File: src/rtl/ps2_host_transmitter.sv
// Host-to-device PS/2 command transmitter: inhibit, request-to-send, 11-clock frame, ACK, completion pulse.
// Optional macro PS2_TX_ACK_CHECK_EN: a high ACK sample ends the transfer with Error instead of Done.
module ps2_host_transmitter #(
    parameter int unsigned INHIBIT_CYCLES = 5000,
    parameter int unsigned TIMEOUT_CYCLES = 750000
) (
    input  logic       Clock,
    input  logic       Reset,
    input  logic [7:0] Data_in,
    input  logic       Send,
    input  logic       KB_Clock_in,
    input  logic       KB_Data_in,
    output logic       KB_Clock_oe,
    output logic       KB_Data_oe,
    output logic       Busy,
    output logic       Done,
    output logic       Error
);

    localparam int unsigned CNT_MAX = (TIMEOUT_CYCLES > INHIBIT_CYCLES) ? TIMEOUT_CYCLES : INHIBIT_CYCLES;
    localparam int unsigned CNT_W   = $clog2(CNT_MAX + 1);
    localparam logic [CNT_W-1:0] INH_LAST = CNT_W'(INHIBIT_CYCLES - 1);
    localparam logic [CNT_W-1:0] TO_LAST  = CNT_W'(TIMEOUT_CYCLES - 1);

    localparam logic [2:0] IDLE      = 3'd0;
    localparam logic [2:0] INHIBIT   = 3'd1;
    localparam logic [2:0] REQ       = 3'd2;
    localparam logic [2:0] SHIFT     = 3'd3;
    localparam logic [2:0] ACK       = 3'd4;
    localparam logic [2:0] WAIT_IDLE = 3'd5;
    localparam logic [2:0] DONE      = 3'd6;
    localparam logic [2:0] ERROR     = 3'd7;

    logic [2:0]       state_q, state_d;
    logic [CNT_W-1:0] cnt_q, cnt_d;
    logic [3:0]       bit_q, bit_d;
    logic [9:0]       frame_q, frame_d;
    logic [1:0]       clk_sync_q, dat_sync_q;
    logic             clk_prev_q;
    logic             clk_oe_q, clk_oe_d;
    logic             dat_oe_q, dat_oe_d;
    logic             busy_q, busy_d;
    logic             done_q, done_d;
    logic             error_q, error_d;
    logic             kb_fall;
    logic             timed_c;

    assign kb_fall     = clk_prev_q & ~clk_sync_q[1];
    assign KB_Clock_oe = clk_oe_q;
    assign KB_Data_oe  = dat_oe_q;
    assign Busy        = busy_q;
    assign Done        = done_q;
    assign Error       = error_q;

    // Synchronizers idle high so reset never manufactures a falling edge.
    always_ff @(posedge Clock or posedge Reset) begin
        if (Reset) begin
            clk_sync_q <= 2'b11;
            dat_sync_q <= 2'b11;
            clk_prev_q <= 1'b1;
        end else begin
            clk_sync_q <= {clk_sync_q[0], KB_Clock_in};
            dat_sync_q <= {dat_sync_q[0], KB_Data_in};
            clk_prev_q <= clk_sync_q[1];
        end
    end

    always_ff @(posedge Clock or posedge Reset) begin
        if (Reset) begin
            state_q  <= IDLE;
            cnt_q    <= '0;
            bit_q    <= '0;
            frame_q  <= '0;
            clk_oe_q <= 1'b0;
            dat_oe_q <= 1'b0;
            busy_q   <= 1'b0;
            done_q   <= 1'b0;
            error_q  <= 1'b0;
        end else begin
            state_q  <= state_d;
            cnt_q    <= cnt_d;
            bit_q    <= bit_d;
            frame_q  <= frame_d;
            clk_oe_q <= clk_oe_d;
            dat_oe_q <= dat_oe_d;
            busy_q   <= busy_d;
            done_q   <= done_d;
            error_q  <= error_d;
        end
    end

    // Outputs are computed for the next state so they line up with it once registered.
    always_comb begin
        state_d  = state_q;
        cnt_d    = cnt_q;
        bit_d    = bit_q;
        frame_d  = frame_q;
        clk_oe_d = 1'b0;
        dat_oe_d = 1'b0;
        done_d   = 1'b0;
        error_d  = 1'b0;
        timed_c  = (state_q == REQ) || (state_q == SHIFT) || (state_q == ACK) || (state_q == WAIT_IDLE);

        case (state_q)
            IDLE: begin
                if (Send) begin
                    frame_d  = {1'b1, ~^Data_in, Data_in};
                    cnt_d    = '0;
                    bit_d    = '0;
                    state_d  = INHIBIT;
                    clk_oe_d = 1'b1;
                    dat_oe_d = (INH_LAST == '0);
                end
            end
            INHIBIT: begin
                if (cnt_q == INH_LAST) begin
                    state_d  = REQ;
                    cnt_d    = '0;
                    dat_oe_d = 1'b1;
                end else begin
                    cnt_d    = cnt_q + CNT_W'(1);
                    clk_oe_d = 1'b1;
                    dat_oe_d = (cnt_d == INH_LAST);
                end
            end
            REQ: begin
                dat_oe_d = 1'b1;
                if (kb_fall) begin
                    dat_oe_d = ~frame_q[0];
                    bit_d    = 4'd1;
                    state_d  = SHIFT;
                end
            end
            SHIFT: begin
                dat_oe_d = dat_oe_q;
                if (kb_fall) begin
                    frame_d  = {1'b1, frame_q[9:1]};
                    bit_d    = bit_q + 4'd1;
                    dat_oe_d = ~frame_q[1];
                    if (bit_q == 4'd9) begin
                        dat_oe_d = 1'b0;
                        state_d  = ACK;
                    end
                end
            end
            ACK: begin
                if (kb_fall) begin
`ifdef PS2_TX_ACK_CHECK_EN
                    if (dat_sync_q[1]) begin
                        state_d = ERROR;
                        error_d = 1'b1;
                    end else begin
                        state_d = WAIT_IDLE;
                    end
`else
                    state_d = WAIT_IDLE;
`endif
                end
            end
            WAIT_IDLE: begin
                if (clk_sync_q[1] && dat_sync_q[1]) begin
                    state_d = DONE;
                    done_d  = 1'b1;
                end
            end
            DONE:    state_d = IDLE;
            ERROR:   state_d = IDLE;
            default: state_d = IDLE;
        endcase

        // Timeout overrides everything and releases the lines on the same edge.
        if (timed_c) begin
            cnt_d = cnt_q + CNT_W'(1);
            if (cnt_q == TO_LAST) begin
                state_d  = ERROR;
                clk_oe_d = 1'b0;
                dat_oe_d = 1'b0;
                done_d   = 1'b0;
                error_d  = 1'b1;
            end
        end

        busy_d = (state_d != IDLE);
    end

endmodule

File: config.mk
export PLATFORM = sky130hd
export DESIGN_NAME = ps2_host_transmitter
export DESIGN_NICKNAME = d
export VERILOG_FILES = /design/src/rtl/ps2_host_transmitter.sv
export SDC_FILE = /design/constraint.sdc
export NUM_CORES = 1
export LEC_CHECK = 0
export ABC_AREA = 1
export BUFFER_PORTS_ARGS = -buffer_cell sky130_fd_sc_hd__buf_4
export CORE_AREA = 8 8 79 81
export CTS_CLUSTER_DIAMETER = 120
export DETAILED_ROUTE_END_ITERATION = 10
export DIE_AREA = 0 0 87 89
export PLACE_DENSITY = 0.76
export SLEW_MARGIN = 10
export SYNTH_ARGS = -nofsm -noshare
export SYNTH_HDL_FRONTEND = slang
export SYNTH_SLANG_ARGS = --single-unit
File: constraint.sdc
create_clock -name Clock -period 2.02 [get_ports Clock]
set_input_delay 0.404 -clock Clock [delete_from_list [all_inputs] [get_ports Clock]]
set_output_delay 0.404 -clock Clock [all_outputs]
set_load 0.005 [all_outputs]
==> impl_metrics.tcl <==
set metrics [dict create \
    status "complete, no violations" \
    drt-vias-per-instance 5.30 \
    ys.flop_type "dfrtp_1" \
    drt-initial-drc-count 119 \
    leakage_uw 0.00156 \
    io_pins 18 \
    async_reset_ff_frac 1.00 \
    synthMostInstantiatedCell "nand2_1" \
    grt_start_max_net_pins 27 \
    crit_chain "ha_4, nand2_2, nor2_4, nand3_2, nor2_1, nand2_1, nand2_1, nand2_1, nor2_1, nand3_1, a21oi_2" \
    drv_slew 0 \
    grt_pass1_wl_um 11000 \
    port_buffers 17 \
    cp_top_family "simple AND/OR/NAND/NOR gates" \
    crit_type "register to register" \
    cpPeakStageDelay_ns 0.44 \
    grt_usage 0.178 \
    clock-sinks 47 \
    synthesis.nets 427 \
    synth_edf_count 0 \
    slowest_stage "dfrtp_1" \
    peakVddDrop_mv 0.865 \
    synth_cells 407 \
    tritoncts "built" \
    yosysTopAreaCell "dfrtp_1" \
    row_count 26 \
    cts_setup_buffers 0 \
    max_freq_ghz 0.561 \
    placed_area_mm2 0.00317 \
    min_period_ns 1.78 \
    rsz0062_at_grt "no" \
    crit_path_start_kind "register" \
    drive_above_1_share 0.139 \
    cap_violations 0 \
    path_max_fanout 6 \
    clock_latency_ns 0.30 \
    yosysSeqAreaShare 0.404 \
    nNetsFinal 451 \
    end_kind "register" \
    arrival_ns 2.02 \
    routabilityCongestion 0.928 \
    cp.required_ns 2.26 \
    critPathBufInv 0 \
    hold_path.class "input port to asynchronous set/reset pin" \
    setup_tns_ns 0 \
    core_mm2 0.00498 \
    drt_pass1_iterations 6 \
    synth_top_area_frac 0.359 \
    antenna_cells 0 \
    crit_start "cnt_q[1]$_DFFE_PP0P_" \
    yosys-top-cells-area "dfrtp_1 (36%), nand2_1 (15%), inv_1 (8.2%), o21ai_0 (6.2%), nor2_1 (5.1%)" \
    min_period_over_period 0.883 \
    wire_per_inst_um 13.0 \
    yosysWarnings 0 \
    start_util 0.587 \
    ctsRootBufferMaster "clkbuf_8" \
    syn2layout_area_growth_pct 13.4 \
    fp.dieW_um 87 \
    antenna_left 0 \
    r2r_start "cnt_q[1]$_DFFE_PP0P_" \
    htreeDepth 2 \
    die_area_mm2 0.00774 \
    first_global_vias 2461 \
    clk_pin_slew_ns 0.09 \
    cts_buffer_depth 2 \
    slew_headroom 0.671 \
    num_vias 2659 \
    ys_ff_latch 47 \
    dp_hpwl_um 4770 \
    ys_types 33 \
    fin_area_mm2 0.00332 \
    overflow 0 \
    cpMostUsedCell "nand2_1" \
    p_per_area_mw_per_mm2 1140 \
    finalWirelength_um 6500 \
    cts_buffers 5 \
    post-route-drc-count 0 \
    final-setup-viol-count 0 \
    ys_top_cells_by_count "nand2_1 (113), inv_1 (64), dfrtp_1 (42)" \
    hold_viol_final 0 \
    die_h_um 89 \
    fin_skew_ns 0.00582 \
    fillers 445 \
    syn-cell-area_mm2 0.00292 \
    worstMarginPinSlew_ns 0.490 \
    syn_avg_cell_area_um2 7.18 \
    antenna_found_initial 0 \
]
==> worst paths after layout <==
check / to / slack [ns] / depth (start not counted)
min in group Clock: dat_sync_q[0]$_DFF_PP1_ / 0.21 / 1
hold reg to reg: dat_sync_q[1]$_DFF_PP1_ / 0.36 / 0
setup reg to reg: KB_Data_oe$_DFF_PP0_ / 0.24 / 11
max in group asynchronous: clk_sync_q[0]$_DFF_PP1_ / 1.30 / 3
hold / removal: frame_q[4]$_DFFE_PP0P_ / 0.12 / 2
setup / recovery: KB_Data_oe$_DFF_PP0_ / 0.24 / 11
==> area by class of cell <==
class	instances	area, um2	share of cell area
Clock buffer	6	72.6	0.0219
Clock inverter	2	60.1	0.0181
Inverter	65	244	0.0736
Multi-Input combinational cell	288	1480	0.445
Sequential cell	47	1180	0.356
Tap cell	70	87.6	0.0264
Timing Repair Buffer	24	193	0.0581
==> metrics by stage <==
stage / power (uW) / worst slack [ns] / instances / hold slack (ns) / utilization
3_5_place_dp: 2930 / 0.0657 / 494 / 0.349 / 0.636
6_report: 3770 / 0.237 / 502 / 0.121 / 0.666
4_1_cts: 3750 / 0.0518 / 502 / 0.142 / 0.663
2_1_floorplan: 2540 / 0.337 / 407 / 0.345 / -
5_1_grt: 4070 / 0.0195 / 502 / 0.159 / 0.666
3_3_place_gp: 2880 / 0.182 / 494 / 0.347 / 0.636
==> power by group <==
group | total, uW | switching (uW) | internal [uW] | leakage, uW
logic | 1410 | 911 | 496 | 0.000906
clock network | 816 | 321 | 495 | 0.0000654
registers | 1550 | 310 | 1240 | 0.000594
total | 3770 | 1540 | 2230 | 0.00156
==> flip-flops by register name (all words and copies together), names as in the netlist <==
name,flops
clk_prev_q,1
KB_Clock_oe,1
state_q,3
Busy,1
clk_sync_q,2
dat_sync_q,2
cnt_q,20
bit_q,4
KB_Data_oe,1
Done,1
Error,1
frame_q,10
==> per-layer routing <==
metal	track usage	vias up	wire length (um)
li1	-	1347	-
met1	0.204	1220	2860
met2	0.323	78	3150
met3	0.0303	14	360
met4	0.0657	0	138
met5	0	-	0
==> worst reg2reg max path: cells and delay by family (launching register included) <==
family / cells / cell delay, ns
and+or+nand+nor: 9 / 0.96
AOI/OAI and AO/OA: 1 / 0.12
DFF: 1 / 0.44
adders and majority gates: 1 / 0.20
==> cell usage in the layout (no fill, tap or decap), drive strengths merged, types with 2 or more instances in the layout <==
cell    instances
nor3            5
inv            65
nand4           9
xor2            3
o21ai          41
a21oi           7
ha              7
dfrtp          42
nand3          24
bufinv          2
buf            24
nor2           46
xnor2           6
o211ai          8
o22ai           2
nand2         121
dfstp           5
clkbuf          6
nor4            4
o41ai           2
==> logic make-up after synthesis <==
group,synth area share
flip-flops,0.404
AO/OA/AOI/OAI,0.119
XOR/XNOR,0.0270
AND/OR/NAND/NOR,0.322
adder cells (fa/ha/maj),0.0300
buffers and inverters,0.0980
==> what timing repair did <==
item | in CTS | in global routing
hold buffers | 0 | 0
setup endpoints to repair | 0 | 20
resized for setup | 0 | 3
Power figures use the tool's default switching activity.
